--- src/rtl/sevseg_text_scroller.sv ---
// Buffers a software-written ASCII string and scrolls it right-to-left across an
// 8-digit seven-segment display controller at a programmable step rate.
module sevseg_text_scroller #(
  parameter int unsigned BUF_DEPTH = 16,
  parameter int unsigned PRESC_W   = 24
) (
  input  logic               clk,
  input  logic               rst_n,
  input  logic               wr_en,
  input  logic [7:0]         wr_data,
  output logic               wr_ready,
  input  logic               clear,
  input  logic               start,
  input  logic               stop,
  input  logic               loop_en,
  input  logic [PRESC_W-1:0] step_div,
  input  logic [7:0]         blink_mask,
  output logic               busy,
  output logic               done,
  output logic [63:0]        Digits_Reg,
  output logic [15:0]        CharEns,
  output logic [7:0]         Enables_Reg
);

  localparam int unsigned CNT_W  = $clog2(BUF_DEPTH + 1);
  localparam int unsigned IDX_W  = $clog2(BUF_DEPTH);
  localparam int unsigned STEP_W = $clog2(BUF_DEPTH + 8);
  localparam logic [7:0]  BLANK  = 8'h20;

  typedef enum logic {IDLE, SCROLL} state_e;

  state_e               state_q, state_d;
  logic [7:0]           buf_mem_q [BUF_DEPTH];
  logic [7:0]           buf_mem_d [BUF_DEPTH];
  logic [CNT_W-1:0]     count_q, count_d;
  logic [CNT_W-1:0]     len_q, len_d;
  logic [PRESC_W-1:0]   div_q, div_d;
  logic [PRESC_W-1:0]   presc_q, presc_d;
  logic [STEP_W-1:0]    step_q, step_d;
  logic [63:0]          digits_q, digits_d;
  logic [15:0]          char_ens_q, char_ens_d;
  logic [7:0]           enables_q, enables_d;
  logic                 wr_ready_q, wr_ready_d;
  logic                 busy_q, busy_d;
  logic                 done_q, done_d;

  logic                 wr_acc;
  logic [CNT_W-1:0]     len_start;
  logic                 tick;
  logic                 final_step;
  logic [7:0]           nxt;

  // Next-state, buffer and display-register logic
  always_comb begin
    state_d    = state_q;
    buf_mem_d  = buf_mem_q;
    count_d    = count_q;
    len_d      = len_q;
    div_d      = div_q;
    presc_d    = presc_q;
    step_d     = step_q;
    digits_d   = digits_q;
    char_ens_d = char_ens_q;
    enables_d  = enables_q;
    done_d     = 1'b0;

    wr_acc     = wr_en && !clear && (state_q == IDLE) && (count_q != CNT_W'(BUF_DEPTH));
    // A write accepted on the start edge is part of the scrolled string
    len_start  = clear ? CNT_W'(0) : count_q + CNT_W'(wr_acc);
    tick       = (presc_q == div_q);
    final_step = tick && (step_q == STEP_W'(len_q) + STEP_W'(7));
    nxt        = (step_q < STEP_W'(len_q)) ? buf_mem_q[step_q[IDX_W-1:0]] : BLANK;

    case (state_q)
      IDLE: begin
        if (clear) begin
          count_d = CNT_W'(0);
        end else if (wr_acc) begin
          buf_mem_d[count_q[IDX_W-1:0]] = wr_data;
          count_d = count_q + CNT_W'(1);
        end
        if (start && !stop && (len_start != CNT_W'(0))) begin
          state_d    = SCROLL;
          len_d      = len_start;
          div_d      = step_div;
          presc_d    = PRESC_W'(0);
          step_d     = STEP_W'(0);
          digits_d   = {8{BLANK}};
          enables_d  = 8'hFF;
          char_ens_d = {blink_mask, 8'hFF};
        end
      end
      SCROLL: begin
        if (stop) begin
          state_d    = IDLE;
          digits_d   = 64'h0;
          enables_d  = 8'h00;
          char_ens_d = 16'h0000;
        end else begin
          char_ens_d[15:8] = blink_mask;
          if (tick) begin
            presc_d  = PRESC_W'(0);
            digits_d = {digits_q[55:0], nxt};
            step_d   = step_q + STEP_W'(1);
            if (final_step) begin
              if (loop_en) begin
                step_d = STEP_W'(0);
              end else begin
                state_d    = IDLE;
                done_d     = 1'b1;
                digits_d   = 64'h0;
                enables_d  = 8'h00;
                char_ens_d = 16'h0000;
              end
            end
          end else begin
            presc_d = presc_q + PRESC_W'(1);
          end
        end
      end
      default: state_d = IDLE;
    endcase

    wr_ready_d = (state_d == IDLE) && (count_d != CNT_W'(BUF_DEPTH));
    busy_d     = (state_d == SCROLL);
  end

  always_ff @(posedge clk or negedge rst_n) begin
    if (!rst_n) begin
      state_q    <= IDLE;
      for (int i = 0; i < int'(BUF_DEPTH); i++) buf_mem_q[i] <= 8'h00;
      count_q    <= '0;
      len_q      <= '0;
      div_q      <= '0;
      presc_q    <= '0;
      step_q     <= '0;
      digits_q   <= '0;
      char_ens_q <= '0;
      enables_q  <= '0;
      wr_ready_q <= 1'b1;
      busy_q     <= 1'b0;
      done_q     <= 1'b0;
    end else begin
      state_q    <= state_d;
      buf_mem_q  <= buf_mem_d;
      count_q    <= count_d;
      len_q      <= len_d;
      div_q      <= div_d;
      presc_q    <= presc_d;
      step_q     <= step_d;
      digits_q   <= digits_d;
      char_ens_q <= char_ens_d;
      enables_q  <= enables_d;
      wr_ready_q <= wr_ready_d;
      busy_q     <= busy_d;
      done_q     <= done_d;
    end
  end

  assign wr_ready    = wr_ready_q;
  assign busy        = busy_q;
  assign done        = done_q;
  assign Digits_Reg  = digits_q;
  assign CharEns     = char_ens_q;
  assign Enables_Reg = enables_q;

endmodule
--- config.mk ---
export PLATFORM = sky130hd
export DESIGN_NAME = sevseg_text_scroller
export DESIGN_NICKNAME = d
export VERILOG_FILES = /design/src/rtl/sevseg_text_scroller.sv
export SDC_FILE = /design/constraint.sdc
export NUM_CORES = 1
export LEC_CHECK = 0
export ABC_AREA = 1
export BUFFER_PORTS_ARGS = -buffer_cell sky130_fd_sc_hd__buf_2
export CAP_MARGIN = 10
export CORE_UTILIZATION = 59
export DETAILED_ROUTE_END_ITERATION = 7
export PLACE_DENSITY = 0.8
export SKIP_CTS_REPAIR_TIMING = 1
export SLEW_MARGIN = 30
export SYNTH_ARGS = -nofsm -noshare
export SYNTH_HDL_FRONTEND = slang
export SYNTH_SLANG_ARGS = --single-unit
--- constraint.sdc ---
create_clock -name clk -period 3.9 [get_ports clk]
set_input_delay 0.585 -clock clk [delete_from_list [all_inputs] [get_ports clk]]
set_output_delay 0.585 -clock clk [all_outputs]
set_load 0.05 [all_outputs]
## After elaboration in Yosys (flattened, before gate mapping)

Index checks and enable logic that the tools add are counted.

| storage, ports and cells | value |
|---|---|
| bits of input ports | 47 |
| logic and storage cells | 119 |
| output and inout bits | 91 |
| register bits | 282 |

| operators by class | value |
|---|---|
| reductions and logical operators | 17 |
| equality and inequality tests | 10 |
| $lt $le $gt $ge | 4 |
| mux-type cells | 50 |
| add/subtract/negate cells | 5 |
| bitwise logic cells | 5 |

Operators by type and width:

| kind | count |
|---|---|
| 64-bit two-way mux | 5 |
| 128-bit bitwise mux | 1 |
| 64-bit case mux with 2 select lines | 1 |
| 16-bit two-way mux | 5 |
| 24-bit two-way mux | 3 |
| 8-bit two-way mux | 9 |
| 24-bit case mux with 2 select lines | 1 |
| 5-bit two-way mux | 9 |
| 8-bit binary-select mux with 4-bit select | 1 |
| 8-bit demux with 4-bit select | 1 |
| 16-bit case mux with 2 select lines | 1 |
| 24-bit by 1-bit adder with 24-bit output, second input constant | 1 |
| 24-bit equality test | 1 |
| 8-bit case mux with 2 select lines | 1 |
| 5-bit by 1-bit adder with 5-bit output, second input constant | 2 |
| 5-bit greater-or-equal comparator, second input constant | 2 |
| 1-bit two-way mux | 10 |
| 5-bit != test, second input constant | 2 |
| 4-bit NOT with 5-bit output | 2 |
| 5-bit case mux with 2 select lines | 1 |
| 1-bit logical AND | 8 |
| 3-bit by 2-bit != test with 1-bit output, second input constant | 2 |
| 2-bit AND reduction | 3 |
| 3-bit AND reduction | 2 |
| other kinds (13) | 17 |

## Logic depth before layout (Yosys ltp)

| depth | value |
|---|---|
| word-level depth | 12 |
| gate-level depth with buffers | 22 |
| gate-level depth less buffers | 19 |

## Least setup slack after synthesis

Ideal clock, no wire load.

| timing | value |
|---|---|
| path kind | register -> register |
| from | register count_q[1] |
| to | register digits_q[39], in the netlist Digits_Reg[39] |
| arrival | 2.920 ns |
| path buffers | 3 |
| stages on the path, launching flop included | 23 |
| data required time | 3.781 ns |
| library setup time | 0.119 ns |
| clock period less this slack | 3.039 ns |
| path slack | 0.861 ns |
| path through | dfrtp_1 > inv_1 > ha_1 > inv_1 > nor2_1 > nand2_1 > nand2_1 > inv_2 > buf_2 > ha_1 > ha_1 > nand2_1 > nand2_1 > nor2_1 > nor2_1 > nand3_1 > a21oi_4 > a21oi_4 > inv_2 > buf_6 > buf_4 > nand2_1 > nand2_1 |

| between the ends | value |
|---|---|
| cells in the longest elaborated chain, start to end | 8 |

RTL lines:

| item | RTL line | RTL |
|---|---|---|
| from (decl) | 35 | `logic [CNT_W-1:0] count_q, count_d;` |
| from (signal assigned) | 146 | `count_q <= count_d;` |
| 5-bit != test | 67 | `wr_acc = wr_en && !clear && (state_q == IDLE) && (count_q != CNT_W'(BUF_DEPTH));` |
| 1-bit logical AND | 67 |  |
| 5-bit by 1-bit adder with 5-bit output * | 69 | `len_start = clear ? CNT_W'(0) : count_q + CNT_W'(wr_acc);` |
| 5-bit two-way mux * | 69 |  |
| 5-bit nonzero test * | 82 | `if (start && !stop && (len_start != CNT_W'(0))) begin` |
| 1-bit logical AND * | 82 |  |
| 2-bit by 1-bit != test with 1-bit output (no source line) * | - |  |
| 2-bit AND reduction (no source line) * | - |  |
| to (signal assigned) | 151 | `digits_q <= digits_d;` |
| to (decl) | 40 | `logic [63:0] digits_q, digits_d;` |

Mark *: on every way between the ends. The rest lies on a longest branch, timed or not.
A chain may end at the register's enable or synchronous reset.

## Final worst setup path

| timing | value |
|---|---|
| from | register count_q[1] |
| to | register wr_ready_q, in the netlist wr_ready |

| between the ends | value |
|---|---|
| cells in the longest elaborated chain, start to end | 10 |

RTL lines:

| item | RTL line | RTL |
|---|---|---|
| 5-bit != test | 67 |  |
| 1-bit logical AND | 67 |  |
| 5-bit by 1-bit adder with 5-bit output * | 69 |  |
| 5-bit two-way mux * | 69 |  |
| 5-bit nonzero test * | 82 |  |
| 1-bit logical AND * | 82 |  |
| 1-bit two-way mux * | 82 |  |
| 1-bit case mux with 2 select lines * | 74 | `case (state_q)` |
| named net busy_d | 44 | `logic busy_q, busy_d;` |
| 1-bit NOT * | 124 | `wr_ready_d = (state_d == IDLE) && (count_d != CNT_W'(BUF_DEPTH));` |
| 1-bit logical AND * | 124 |  |
| named net wr_ready_d | 43 | `logic wr_ready_q, wr_ready_d;` |
| to (signal assigned) | 154 | `wr_ready_q <= wr_ready_d;` |
| to (decl) | 43 |  |

The timed path passes the listed nets; every way through them passes the cells marked *.

==> qor.csv <==
stage,metric,value,unit
power_and_ir_drop,power_density,698,mW/mm^2
timing,hold_violations,0,
setup_path,slowest_delay,0.45,ns
clock_tree,clkLatencyLatePin,0.54,ns
timing,timing.fmax,293,MHz
setup_path,cp.required,4.35,ns
die,die_w,150,microns
clock_tree,cts.sinks,267,
timing,setup_viol,0,
placed_design,port_buffers,137,
clock_tree,cts_max_path_buffers,3,
timing,clock_skew,0.0111,ns
timing,slew_headroom,38.9,%
clock_tree,cts_tree,done,
final_layout,antenna_cells,0,
die,dieArea,0.0225,sq mm
timing,tns,0,ns
outcome,status,"complete, no violations",
power_and_ir_drop,vdd_drop_max,0.418,mV
setup_path,crit-reg2reg-launch,count_q[1],
job,drv_cap,0,
final_layout,final_common_cell,nand2_1,
synthesis,yosys_warnings,0,
synthesis,ys_seq_area_share,51.6,%
die,core,0.0213,sq mm
grt,grt_start_max_net_pins,100,
setup_path,reg2reg_slack,0.48,ns
grt,track_usage,29.9,%
power_and_ir_drop,p_leak,0.00739,uW
synthesis,synth_area,0.0130,sq mm
timing,drv_slew,0,
clock_tree,cts_buffers,29,
die,start_util,60.8,%
route,ant_nets,0,
setup_path,path_cells,inv_1 -> ha_1 -> inv_1 -> nor2_1 -> nand2_1 -> nand2_1 -> inv_2 -> ha_1 -> ha_1 -> nand2_1 -> nand2_1 -> nor2_1 -> nand3_1 -> nand3_2 -> nand3_1 -> a21oi_1,
clock_tree,htreeDepth,1,
setup_path,cp-start-kind,register,
final_layout,fin_nets,1817,
setup_path,crit_arrival,3.87,ns
grt,antenna_found_initial,0,
die,io_pins,138,
synthesis,syn_inst,1667,
setup_path,worst_r2r_endpoint,wr_ready,
die,die_y,150,microns
route,via_per_inst,5.64,
setup_path,critPathKind,register to register,
timing,setup_slack,0.484,ns
final_layout,drive_gt1_share,12.6,%
clock_tree,root_buffer,clkbuf_16,
synthesis,syn_nets,1728,
setup_path,crit_fanout,16,
grt,grt_pass1_vias,10800,
timing,min_period_over_period,87.6,%
timing,fin_crit,3.42,ns
final_layout,layout_common_cells,"nand2_1 (568), dfrtp_1 (265), o21ai_0 (219), nand3_1 (171), buf_2 (136)",
final_layout,regArea,0.00668,sq mm
final_layout,syn2layout_area_growth,13.2,%
synthesis,synth.distinct_cells,29,
setup_path,cp_slowest_cell,dfrtp_1,
route,wl_per_cell,15.9,microns
final_layout,fin_util,68.9,%
setup_path,crit_path_end_kind,register,
route,drt_iter0_drc,961,
final_layout,fill_cells,1734,
final_layout,multi_input_area,0.00534,sq mm
grt,grt-ovfl-total,0,
placed_design,place_ws,0.569,ns
setup_path,r2r_cells,16,
timing,worst_slew_pin_slew,0.911,ns
clock_tree,clk_pin_slew,0.06,ns
synthesis,ys_ff_latch,267,
setup_path,path_common_cell,nand2_1,
grt,grt_pass1_wl,53600,microns
placed_design,place.gp.congestion,0.922,
worst_hold_path,hp-class,primary input to asynchronous set/reset pin,
timing,grt_setup_unrepaired,no,
die,num_rows,53,
route,drt_pass1_iterations,5,
placed_design,hpwl,21700,microns
route,totalWireLength,32700,microns
synthesis,synth_area_per_cell,7.77,sq um
route,drcViolationCount,0,
route,via_count,11600,
-- per-layer routing --
layer / vias up / GRT usage, % / part of all wire [%]
met4: 0 / 12.4 / 3.8
met5: - / 0 / 0
met1: 5462 / 39.7 / 42
met2: 440 / 49.2 / 47
met3: 95 / 4.55 / 6.6
li1: 5573 / - / -
-- report_power, final --
part	internal (uW)	total, uW	switching (uW)	leakage [uW]
logic	1090	3770	2680	0.00333
registers	3310	3750	441	0.00359
clock network	1630	2730	1100	0.000475
total	6030	10200	4210	0.00739
-- Yosys cell counts --
library cell,instances,area share (%)
a21oi_1,26,1.0
nor2_1,108,3.1
nand2_1,568,16
nor2_2,2,0.097
xnor2_1,6,0.41
nor3_1,5,0.19
nand3_1,172,6.6
nand2_2,1,0.048
clkinv_1,2,0.058
ha_1,14,1.4
dfrtp_1,266,51
o31ai_1,2,0.12
buf_6,2,0.17
o22ai_1,16,0.77
inv_1,109,3.2
nand4_1,24,1.2
o211ai_1,2,0.12
o21ai_0,219,8.5
buf_4,20,1.2
dfstp_2,1,0.20
nor4_1,2,0.097
clkbuf_1,43,1.2
nand3_2,1,0.077
inv_2,11,0.32
a21oi_4,2,0.25
nand3b_1,2,0.12
buf_2,25,0.97
xor2_1,9,0.61
buf_1,7,0.20
-- state kept, by name, summed over array words and instances (netlist names) --
register    cells
buf_mem_q     128
Digits_Reg     64
div_q          24
presc_q        24
CharEns         9
count_q         5
len_q           5
step_q          5
busy            1
done            1
wr_ready        1
-- metrics by stage --
step	power [uW]	std cells	hold slack (ns)	cell area [sq um]
after floorplan	6490	1667	0.289	13000
after global placement	7380	2000	0.448	13700
after detailed placement	7480	2000	0.454	13700
after CTS	10200	2052	0.111	14700
after global routing	10900	2052	0.148	14700
final	10200	2052	0.0737	14700
-- final cells by class --
type                    count  share of cell area [%]
flip-flops and latches    267                    45.6
clock buffers              40                    5.71
inverters                 122                    3.12
clock inverters            12                   0.888
well taps                 275                    2.35
repair buffers            155                    5.92
multi-input cells        1181                    36.4
-- worst max path at each step --
stage	depth (start not counted)	end	slack (ns)	from
final	16	wr_ready	0.48	count_q[1]
after global routing	19	div_q[15]	0.14	count_q[1]
after CTS	16	wr_ready	0.54	count_q[1]
after floorplan	22	Digits_Reg[39]	0.86	count_q[1]
after global placement	18	presc_q[16]	0.71	count_q[1]
after detailed placement	16	wr_ready	0.57	count_q[1]
-- cells by family after synthesis --
group	synth area share [%]
buf+inv	7.28
simple gates	28.0
fa+ha+maj	1.35
flops	51.6
xor+xnor	1.01
compound gates	10.7
-- critical path, delay by kind of cell (launching register included) --
| kind | cells | cell delay (ns) |
|---|---|---|
| simple gates | 9 | 1.48 |
| fa+ha+maj | 3 | 0.75 |
| flops | 1 | 0.45 |
| buf+inv | 3 | 0.33 |
| compound gates | 1 | 0.30 |
No activity file was read; power rests on OpenSTA's default activity.
